==> src/rtl/mul_job_sched_pkg.sv <==
// Shared types for the FrodoKEM multiplier job scheduler: datapath modes,
// scheduler FSM states and completion codes.
package mul_job_sched_pkg;

    localparam int unsigned MODE_W = 3;
    localparam int unsigned CODE_W = 2;

    // Also decoded by the memory controller; keep encodings stable.
    typedef enum logic [MODE_W-1:0] {
        MODE_IDLE = 3'd0,
        MODE_AS   = 3'd1,
        MODE_SA   = 3'd2,
        MODE_SB   = 3'd3,
        MODE_BS   = 3'd4
    } mode_e;

    typedef enum logic [1:0] {
        ST_IDLE,
        ST_LAUNCH,
        ST_RUN,
        ST_RESP
    } state_e;

    typedef enum logic [CODE_W-1:0] {
        RSP_OK       = 2'd0,
        RSP_BAD_MODE = 2'd1,
        RSP_TIMEOUT  = 2'd2,
        RSP_ABORTED  = 2'd3
    } rsp_code_e;

    function automatic logic mode_is_job(input logic [MODE_W-1:0] m);
        return (m >= MODE_AS) && (m <= MODE_BS);
    endfunction

endpackage

==> src/rtl/mul_job_sched_fifo.sv <==
// Command FIFO with registered status and head outputs plus a synchronous flush.
// head_vld/dout trail the occupancy by one cycle, so pops must be spaced apart.
module mul_job_sched_fifo #(
    parameter int unsigned WIDTH = 8,
    parameter int unsigned DEPTH = 4
) (
    input  logic             clk,
    input  logic             rst_n,
    input  logic             flush,
    input  logic             push,
    input  logic [WIDTH-1:0] din,
    output logic             full,
    input  logic             pop,
    output logic [WIDTH-1:0] dout,
    output logic             empty,
    output logic             head_vld
);

    localparam int unsigned AW = $clog2(DEPTH);
    localparam logic [AW:0] FULL_CNT = (AW+1)'(DEPTH);

    logic [WIDTH-1:0] mem [DEPTH];
    logic [AW-1:0]    wr_ptr;
    logic [AW-1:0]    rd_ptr;
    logic [AW:0]      count;
    logic [AW:0]      count_nxt;
    logic             do_push;
    logic             do_pop;

    always_comb begin
        do_push   = push && !full && !flush;
        do_pop    = pop && (count != '0) && !flush;
        count_nxt = count;
        if (flush)
            count_nxt = '0;
        else if (do_push && !do_pop)
            count_nxt = count + 1'b1;
        else if (!do_push && do_pop)
            count_nxt = count - 1'b1;
    end

    always_ff @(posedge clk or negedge rst_n) begin
        if (!rst_n) begin
            wr_ptr   <= '0;
            rd_ptr   <= '0;
            count    <= '0;
            full     <= 1'b0;
            empty    <= 1'b1;
            head_vld <= 1'b0;
            dout     <= '0;
        end else begin
            count <= count_nxt;
            full  <= (count_nxt == FULL_CNT);
            empty <= (count_nxt == '0);
            dout  <= mem[rd_ptr];
            if (flush) begin
                wr_ptr   <= '0;
                rd_ptr   <= '0;
                head_vld <= 1'b0;
            end else begin
                if (do_push)
                    wr_ptr <= wr_ptr + 1'b1;
                if (do_pop)
                    rd_ptr <= rd_ptr + 1'b1;
                head_vld <= (count != '0);
            end
        end
    end

    always_ff @(posedge clk) begin
        if (do_push)
            mem[wr_ptr] <= din;
    end

endmodule

==> src/rtl/mul_job_sched.sv <==
// Job scheduler in front of the multiplier top: queues AS/SA/SB/BS commands and
// runs them one at a time. Define MUL_JOB_SCHED_TIMEOUT_EN to build the RUN watchdog.
module mul_job_sched
    import mul_job_sched_pkg::*;
#(
    parameter int unsigned FIFO_DEPTH     = 4,
    parameter int unsigned TAG_W          = 4,
    parameter int unsigned TIMEOUT_CYCLES = 4194304
) (
    input  logic              clk,
    input  logic              rst_n,
    input  logic              cmd_valid,
    output logic              cmd_ready,
    input  logic [2:0]        cmd_mode,
    input  logic [TAG_W-1:0]  cmd_tag,
    input  logic              abort,
    output logic [2:0]        mem_mode,
    output logic              calc_init,
    input  logic              mul_done,
    output logic              rsp_valid,
    input  logic              rsp_ready,
    output logic [TAG_W-1:0]  rsp_tag,
    output logic [1:0]        rsp_code,
    output logic              busy
);

    state_e                    state;
    state_e                    state_nxt;
    logic [MODE_W-1:0]         mode_q;
    logic [MODE_W-1:0]         mode_nxt;
    logic [MODE_W-1:0]         mem_mode_nxt;
    logic [TAG_W-1:0]          tag_nxt;
    logic [CODE_W-1:0]         code_nxt;
    logic                      fifo_pop;
    logic                      fifo_full;
    logic                      fifo_empty;
    logic                      head_vld;
    logic [MODE_W+TAG_W-1:0]   head;
    logic                      wd_expired;

    mul_job_sched_fifo #(
        .WIDTH (MODE_W + TAG_W),
        .DEPTH (FIFO_DEPTH)
    ) u_fifo (
        .clk      (clk),
        .rst_n    (rst_n),
        .flush    (abort),
        .push     (cmd_valid),
        .din      ({cmd_mode, cmd_tag}),
        .full     (fifo_full),
        .pop      (fifo_pop),
        .dout     (head),
        .empty    (fifo_empty),
        .head_vld (head_vld)
    );

    assign cmd_ready = !fifo_full;
    assign busy      = !fifo_empty || (state != ST_IDLE);

`ifdef MUL_JOB_SCHED_TIMEOUT_EN
    localparam int unsigned     WD_W    = $clog2(TIMEOUT_CYCLES);
    localparam logic [WD_W-1:0] WD_LAST = WD_W'(TIMEOUT_CYCLES - 1);

    logic [WD_W-1:0] wd_cnt;

    always_ff @(posedge clk or negedge rst_n) begin
        if (!rst_n)
            wd_cnt <= '0;
        else if (state == ST_LAUNCH)
            wd_cnt <= '0;
        else if (state == ST_RUN)
            wd_cnt <= wd_cnt + 1'b1;
    end

    assign wd_expired = (state == ST_RUN) && (wd_cnt == WD_LAST);
`else
    logic [31:0] unused_timeout;
    assign unused_timeout = TIMEOUT_CYCLES;
    assign wd_expired     = 1'b0;
`endif

    always_comb begin
        state_nxt = state;
        fifo_pop  = 1'b0;
        mode_nxt  = mode_q;
        tag_nxt   = rsp_tag;
        code_nxt  = rsp_code;
        case (state)
            ST_IDLE: begin
                if (head_vld && !abort) begin
                    fifo_pop = 1'b1;
                    mode_nxt = head[MODE_W+TAG_W-1:TAG_W];
                    tag_nxt  = head[TAG_W-1:0];
                    if (mode_is_job(mode_nxt)) begin
                        state_nxt = ST_LAUNCH;
                    end else begin
                        state_nxt = ST_RESP;
                        code_nxt  = RSP_BAD_MODE;
                    end
                end
            end
            ST_LAUNCH, ST_RUN: begin
                // mul_done takes priority over a watchdog expiry in the same cycle
                if (abort) begin
                    state_nxt = ST_RESP;
                    code_nxt  = RSP_ABORTED;
                end else if (state == ST_LAUNCH) begin
                    state_nxt = ST_RUN;
                end else if (mul_done) begin
                    state_nxt = ST_RESP;
                    code_nxt  = RSP_OK;
                end else if (wd_expired) begin
                    state_nxt = ST_RESP;
                    code_nxt  = RSP_TIMEOUT;
                end
            end
            ST_RESP: begin
                if (rsp_ready)
                    state_nxt = ST_IDLE;
            end
            default: state_nxt = ST_IDLE;
        endcase
        mem_mode_nxt = ((state_nxt == ST_LAUNCH) || (state_nxt == ST_RUN)) ? mode_nxt : MODE_IDLE;
    end

    always_ff @(posedge clk or negedge rst_n) begin
        if (!rst_n) begin
            state     <= ST_IDLE;
            mode_q    <= MODE_IDLE;
            mem_mode  <= MODE_IDLE;
            calc_init <= 1'b0;
            rsp_valid <= 1'b0;
            rsp_tag   <= '0;
            rsp_code  <= RSP_OK;
        end else begin
            state     <= state_nxt;
            mode_q    <= mode_nxt;
            mem_mode  <= mem_mode_nxt;
            calc_init <= (state_nxt == ST_LAUNCH);
            rsp_valid <= (state_nxt == ST_RESP);
            rsp_tag   <= tag_nxt;
            rsp_code  <= code_nxt;
        end
    end

endmodule

==> config.mk <==
export PLATFORM = sky130hd
export DESIGN_NAME = mul_job_sched
export DESIGN_NICKNAME = d
export VERILOG_FILES = /design/src/rtl/mul_job_sched_pkg.sv /design/src/rtl/mul_job_sched_fifo.sv /design/src/rtl/mul_job_sched.sv
export SDC_FILE = /design/constraint.sdc
export NUM_CORES = 1
export LEC_CHECK = 0
export CORE_MARGIN = 1.5
export CORE_UTILIZATION = 30
export CTS_BUF_LIST = sky130_fd_sc_hd__clkbuf_8
export CTS_CLUSTER_SIZE = 40
export DETAILED_ROUTE_END_ITERATION = 6
export DONT_BUFFER_PORTS = 1
export GPL_ROUTABILITY_DRIVEN = 0
export SYNTH_ARGS = -nofsm -noshare
export SYNTH_HDL_FRONTEND = slang
export SYNTH_SLANG_ARGS = --single-unit
==> constraint.sdc <==
create_clock -name clk -period 2.6 [get_ports clk]
set_clock_uncertainty 0.2 [all_clocks]
set_input_delay 0.52 -clock clk [delete_from_list [all_inputs] [get_ports clk]]
set_output_delay 0.52 -clock clk [all_outputs]
set_load 0.02 [all_outputs]
# After elaboration in Yosys (flattened, before gate mapping)
# Memory sizes are Yosys's and may differ from the RTL's. A register that Yosys moved wholly into a read port is not among the register bits.
# Cells that the tools add are included.
# Widths: inputs -> output; s select.
# classes
n_lt_le_gt_ge	2
add_sub_neg	4
n_eq_ne	11
n_mux	28
reduce_logical	26
# ops
op	n
$mux 2	15
$mux 3	6
$eq 2x2->1 const B	4
$logic_and 1x1->1	8
$reduce_bool 2->1	4
$logic_not 1->1	6
$ne 3x3->1 const B	2
$pmux 2 s3	1
$mux 1	5
$reduce_and 5->1	1
$add 2x1->2 const B	2
$eq 2x1->1 const B	2
$ne 2x2->1 const B	2
$pmux 2 s2	1
$add 3x1->3 const B	1
$eq 3x3->1 const B	1
$ge 3x1->1 const B	1
$le 3x3->1 const B	1
$logic_not 3->1	1
$reduce_bool 3->1	1
$sub 3x1->3 const B	1
$logic_not 2->1	1
$logic_or 1x1->1	2
$reduce_and 2->1	1
$reduce_or 2->1	1
# totals
word_cells	85
memories	1
out_inout_bits	13
register_bits	26
ramBits	28
inputBits	13
# memory_table
name	words	width	rd	rd_clocked_by_memory_dff	wr	line	source
u_fifo.mem	4	7	1	1	1	mul_job_sched_fifo.sv:22	logic [WIDTH-1:0] mem [DEPTH];

# Depth between registers and ports, before layout
# Gate-level depths: netlist (run 1).
# logic_depth
depth_word	11
mapped_depth	8
depth_no_buf	8

# Modules after synthesis
# A second synthesis (run 1) with hierarchy kept.
# hier_totals
hier_cells	175
hier_area_um2	2646.3
# modules_own_cells
mod	cells_each	area_each_um2	n_inst	seq_area_each_um2
mul_job_sched_fifo	111	1848.0	1	1267.5
mul_job_sched	64	798.3	1	400.4

# Worst setup path after synthesis (run 1)
# No wires, ideal clock.
# synth_timing
path_kind	register -> register
from	reg state[0]
to	reg mem_mode[0]
period_less_slack_ns	1.931
path_slack_ns	0.669
t_required_ns	2.327
n_path_buf	0
arrival_time_ns	1.659
stages_incl_launch_ff	9
setup_time_ns	0.073
cell_sequence	dfrtp_1 > inv_1 > ha_1 > nor2b_1 > a21oi_1 > mux2i_1 > o21ai_0 > ha_1 > nor2b_1
# synth_via
elab_chain_cells	7
elab_cells_between_ends	16
classes_between	eq/ne: 5; mux: 8; reduce/logical: 3
# synth_lines
element	line	source
start, declared	mul_job_sched.sv:27	state_e state;
start signal, assigned	mul_job_sched.sv:136	state <= state_nxt;
$eq 2x1->1 / $mux 2 (equally long branches)	mul_job_sched.sv:88, mul_job_sched.sv:107, mul_job_sched.sv:109	
$mux 2	mul_job_sched.sv:107	end else if (state == ST_LAUNCH) begin
$mux 2	mul_job_sched.sv:104	if (abort) begin
$pmux 2 s3	mul_job_sched.sv:88	case (state)
$eq 2x1->1 / $eq 2x2->1 (equally long branches)	mul_job_sched.sv:123	mem_mode_nxt = ((state_nxt == ST_LAUNCH) || (state_nxt == ST_RUN)) ? mode_nxt : MODE_IDLE;
$logic_or 1x1->1	mul_job_sched.sv:123	
$mux 3 *	mul_job_sched.sv:123	
via mem_mode_nxt[0]	mul_job_sched.sv:31	logic [MODE_W-1:0] mem_mode_nxt;
end signal, assigned	mul_job_sched.sv:138	mem_mode <= mem_mode_nxt;
end, declared	mul_job_sched.sv:17	output logic [2:0] mem_mode,
# Mark *: on every way through the listed nets, which the timed path passes. The rest lies on a longest branch.
# A chain may end at the register's enable or synchronous reset.

# Worst setup path after layout (run 1)
# layout_timing
from	reg state[0]
to	reg mem_mode[2]
# The elaborated chain is that of the path after synthesis.

==> results.md, run 1 <==
- Status: finished, final reports clean
- Psw: 0.847 mW
- RSZ-0062 raised after global routing: no
- Sink Count: 61
- Clock Latency Late Sink: 0.34 ns
- H-tree levels: 3
- Drt initial violations: 51
- Crit path buf inv count: 1
- Final Max Tran Viols: 0
- Count leader, synth: dfrtp_1
- Nets: 212
- Initial core utilization: 30.7%
- CP Capture Type: flip-flop
- Crit path kind: flip-flop to flip-flop
- P per Cell Area: 871 nW/µm²
- PnR Total Power: 2.59 mW
- Post-synth top area share: 31.5%
- CTS buffer count: 9
- Post-CTS sizing: 0
- Initial antenna violation count: 0
- Diodes inserted: 0
- Post-Place Cells: 281
- Post-Synthesis Cells: 178
- Logic pwr share: 21.1%
- Warning count from the yosys run: 0
- Vias in the first global route: 1414
- Longest Clk Path Bufs: 2
- Slowest CP cell: dfrtp_1
- Mapped cell area: 2670 µm²
- Dpl cell area: 2770 µm²
- Post-synthesis register bit count: 61
- Cell taking the most area after synthesis: edfxtp_1
- Dpl ws: 0.429 ns
- Lkg Pwr: 1.17 nW
- Core Area: 8680 µm²
- Cell chain of the critical path: inv_1 -> ha_1 -> nor2b_1 -> a21oi_1 -> mux2i_1 -> o21ai_0 -> ha_1 -> nor2b_1
- Seq/Total Area, Yosys: 62.6%
- Layout Cells excl Fill: 299
- I/O Buffers: 0
- Fin area: 2980 µm²
- CTS tree: yes
- CTS Hold Bufs: 2
- Top cells by area, synth: edfxtp_1 (32%), dfrtp_1 (30%), ha_1 (6.1%)
- Routed wire per std cell: 14.7 µm
- VDD IR-drop max: 0.234 mV
- Hold_ws: 0.0423 ns
- Fin crit share: 83.9%
- Switching share of power: 32.7%
- Post-CTS setup buffers: 0
- Via-per-instance ratio: 4.63
- Hpwl dp: 3020 µm
- I/O pins: 26
- Largest net degree at the start of global routing: 34
- Crit start category: flip-flop
- Least-Margin Pin Slew: 0.565 ns
- Overall via count from detail_route: 1383
- CP max FO: 6
- Top FF cell, synth: dfrtp_1
- Peak Freq: 458 MHz
- Die width: 97.3 µm
- FP Rows: 34
- Syn_nets: 204
- Cell variety after synth: 43
- All-Layer GR Usage: 10.1%
- EDFF count, synth: 28
- Int Power: 1.74 mW
- Max-Slew Margin vs Limit: 62.2%
- 1st-pass router iterations: 4
- Max_cap viols: 0
- Post-route DRC violation count: 0
- Fin util: 34.3%
- Worst min path class: input pin to flip-flop
- Fraction of layout cells with a size suffix above 1: 23.0%
- Final Hold Vio Count: 0
- Area growth, synth to finish: 11.6%
- Total negative slack: 0 ns
- Post-synth top cells: dfrtp_1 (32), edfxtp_1 (28), ha_1 (13), inv_1 (10), nor2_1 (10)
- Critical Path AT: 2.24 ns
- Setup Viol. Count Final: 0
- Async SR Flop Fraction: 54.1%
- Min cycle time layout: 2.18 ns
- Die ar.: 9460 µm²
- Worst stage delay on the critical path: 0.45 ns
- CTS clk-pin slew, worst paths: 0.07 ns
- CTS root buf: clkbuf_8
- Post-Route WL: 4390 µm
- Clock Power Share: 28.3%
- Syn Area/Cell: 15.0 µm²
- First-pass GRT wire length: 7330 µm
- Flop pwr share: 50.6%
- Die height: 97.3 µm
- CP top delay family: adder cells
- Gr ovfl total: 0
- Worst endpoint required time: 2.66 ns
- Routed Antenna Nets: 0
- Setup ws final: 0.418 ns
## registers in the layout, indices dropped and copies added, names as in the netlist, 2 cells and up
| signal | flops |
|---|---|
| mem_mode | 3 |
| mode_q | 3 |
| rsp_code | 2 |
| rsp_tag | 4 |
| state | 2 |
| u_fifo.count | 3 |
| u_fifo.dout | 7 |
| u_fifo.mem | 28 |
| u_fifo.rd_ptr | 2 |
| u_fifo.wr_ptr | 2 |
## worst reg2reg max path, cell delays in order, from the launching register on
cell,delay [ns]
dfrtp_1,0.45
inv_1,0.09
ha_1,0.37
nor2b_1,0.18
a21oi_1,0.08
mux2i_1,0.17
o21ai_0,0.13
ha_1,0.32
nor2b_1,0.13
## cell families (layout without fill, tap and decap cells)
logic type	after synthesis	in the layout	synth area share, %
XOR/XNOR	3	3	0.986
flip-flops	61	61	62.6
multiplexers	15	15	9.24
buffers and inverters	15	28	2.58
adder cells (fa/ha/maj)	13	13	6.10
AND/OR/NAND/NOR	46	46	10.6
AO/OA/AOI/OAI	25	25	7.93
## final cells by class
| class | count | area (µm²) |
|---|---|---|
| clock buffer | 9 | 124 |
| clock inverter | 7 | 51.3 |
| fill | 856 | 5700 |
| inverter | 10 | 37.5 |
| multi-input combinational | 102 | 930 |
| sequential | 61 | 1670 |
| tap | 108 | 135 |
| timing repair buffer | 2 | 30.0 |
## worst paths after layout
path,depth (start not counted),slack (ns),endpoint,startpoint
worst min register to register,1,0.28,rsp_tag[3],u_fifo.dout[3]
worst max register to register,8,0.42,mem_mode[2],state[0]
worst min-delay path,1,0.04,u_fifo.head_vld,abort
max in group asynchronous,2,1.54,u_fifo.empty,rst_n
min in group asynchronous,2,0.43,rsp_code[0],rst_n
worst max-delay path,8,0.42,mem_mode[2],state[0]
## cell usage in the layout, fill, tap and decap left out, drive strengths merged, types with 4 or more instances in the layout
cell	synthesis	layout
a21oi	5	5
and3	5	5
clkbuf	2	9
clkinv	0	4
dfrtp	32	32
edfxtp	28	28
ha	13	13
inv	10	11
mux2	7	7
mux4	7	7
nand2	9	9
nand3	5	5
nor2	10	10
nor2b	5	5
o21ai	4	4
## routing by layer
metal	up-vias	track usage [%]	share of wire, %
met2	27	15.8	48
met4	0	4.95	2.0
met3	8	4.10	6.0
met5	-	0	0
met1	681	12.2	44
li1	667	-	-
## power by group through the flow
stage	sequential, mW	clock (mW)	combinational (mW)
5_1_grt	1.33	0.803	0.611
3_5_place_dp	1.33	0	0.538
2_1_floorplan	1.31	0	0.457
4_1_cts	1.32	0.763	0.556
6_report	1.31	0.733	0.546
3_3_place_gp	1.33	0	0.531
Power figures use the tool's default switching activity.
==> run 2, diff against run 1 <==
clock period = 2.1 ns   (was 2.6 ns; I/O delays follow)
==> run 2 against run 1 <==
Clock power increased by 41%. Sequential power increased by 24%. Critical endpoint is now busy. First-iteration DRC count decreased by 16%.
==> results.md, run 2 (same netlist as run 1, synthesis figures left out) <==
- P per Cell Area: 1090 nW/µm²
- FP Rows: 34
- Status: finished, final reports clean
- Layout Cells excl Fill: 314
- Lkg Pwr: 1.24 nW
- Fill cells: 832
- CTS root buf: clkbuf_8
- Hold_ws: 0.0462 ns
- I/O Buffers: 0
- Clock Latency Late Sink: 0.34 ns
- Dpl ws: 0.0697 ns
- 1st-pass router iterations: 4
- Initial core utilization: 30.7%
- CTS buffer count: 9
- Fin area: 3140 µm²
- Top reg by flops: u_fifo.mem
- Sink Count: 61
- Longest Clk Path Bufs: 2
- I/O pins: 26
- Fraction of layout cells with a size suffix above 1: 26.7%
- All-Layer GR Usage: 10.5%
- Hpwl dp: 3020 µm
- Drt initial violations: 43
- Slowest CP cell: dfrtp_2
- Dpl cell area: 2820 µm²
- Worst endpoint required time: 1.48 ns
- Final Hold Vio Count: 0
- Initial antenna violation count: 0
- Via-per-instance ratio: 4.58
- Worst stage delay on the critical path: 0.43 ns
- Fin util: 36.2%
- Diodes inserted: 0
- Max-Slew Margin vs Limit: 67.2%
- Worst min path class: input pin to flip-flop
- Final Max Tran Viols: 0
- Least-Margin Pin Slew: 0.493 ns
- Critical Path AT: 1.39 ns
- Die height: 97.3 µm
- Overall via count from detail_route: 1438
- Min cycle time layout: 2.01 ns
- H-tree levels: 3
- Core Area: 8680 µm²
- Setup Viol. Count Final: 0
- Fin crit share: 95.8%
- CP max FO: 6
- Reg2Reg Setup Slack: 0.11 ns
- Post-Route WL: 4450 µm
- Cell chain of the critical path: inv_1 -> ha_1 -> nand2_1
- VDD IR-drop max: 0.311 mV
- Most common cell after layout, fill and taps aside: dfrtp_1
- Peak Freq: 497 MHz
- Setup ws final: 0.0879 ns
- Routed Antenna Nets: 0
- Die width: 97.3 µm
- Most frequent cells in the layout: dfrtp_1 (31), edfxtp_1 (28), ha_1 (12)
- Post-Place Cells: 287
- PnR Total Power: 3.41 mW
- Total negative slack: 0 ns
- Die ar.: 9460 µm²
- CTS tree: yes
- First-pass GRT wire length: 7400 µm
- CTS clk-pin slew, worst paths: 0.07 ns
- Max reg flops: 28
- Routed wire per std cell: 14.2 µm
- Crit path kind: flip-flop to output port
- RSZ-0062 raised after global routing: no
- Largest net degree at the start of global routing: 34
- Vias in the first global route: 1517
- Gr ovfl total: 0
- Crit start category: flip-flop
- Nets: 227
- Max_cap viols: 0
- Biggest regs: u_fifo.mem x28, u_fifo.dout x7, rsp_tag x4
- Post-route DRC violation count: 0
- Area growth, synth to finish: 17.7%
- CP Capture Type: output port
## run 2: changes by cell type in the layout (fill, tap and decap cells not counted)
| cell | previous run | this run |
|---|---|---|
| dfrtp_1 | 32 | 31 |
| clkinv_2 | 2 | 1 |
| ha_2 | 0 | 1 |
| dlygate4sd3_1 | 1 | 9 |
| inv_2 | 0 | 1 |
| dfrtp_2 | 0 | 1 |
| bufinv_16 | 0 | 1 |
| ha_1 | 13 | 12 |
| buf_4 | 0 | 7 |
| inv_1 | 10 | 9 |
| nor2b_2 | 0 | 1 |
| clkinvlp_4 | 2 | 3 |
| clkinv_4 | 2 | 1 |
| nor2b_1 | 5 | 4 |
## run 2: critical path: cells and delay by family (launching register included)
kind | cells | cell delay [ns]
and+or+nand+nor | 1 | 0.22
adders and majority gates | 1 | 0.31
DFF | 1 | 0.43
buffers and inverters | 1 | 0.10
## run 2: power by group
part	switching [mW]	internal, mW
clock	0.479	0.550
combinational	0.403	0.359
sequential	0.194	1.43
## run 2: final timing paths
kind                            cells past startpoint            from           end
worst max-delay path                                3        state[0]          busy
worst min-delay path                                2           abort   u_fifo.full
worst max register to register                      8        state[0]   mem_mode[1]
worst min register to register                      1  u_fifo.dout[1]    rsp_tag[1]
max in group asynchronous                           2           rst_n  u_fifo.empty
min in group asynchronous                           2           rst_n   rsp_code[0]
## run 2: per-layer routing
metal | vias up | track usage, % | wire length [µm] | share of wire [%]
met5 | - | 0 | 0 | 0
met1 | 706 | 12.8 | 2050 | 46
li1 | 693 | - | - | -
met2 | 28 | 15.9 | 2120 | 48
met3 | 11 | 3.88 | 197 | 4.4
met4 | 0 | 5.93 | 84 | 1.9
## run 2: layout make-up
cell class                 count  area (µm²)  share of cell area (%)
clock buffer                   9         124                    3.95
clock inverter                 7        75.1                    2.39
inverter                      10        37.5                    1.20
multi-input combinational    102         935                    29.8
sequential                    61        1670                    53.2
tap                          108         135                    4.31
timing repair buffer          17         163                    5.18
## run 2: repair_timing
| item | CTS | global route |
|---|---|---|
| setup endpoints to repair | 0 | 7 |
| buffers inserted | 0 | 1 |
| hold buffers | 10 | 0 |
| resized for setup | 0 | 4 |
| hold endpoints to repair | 68 | 0 |
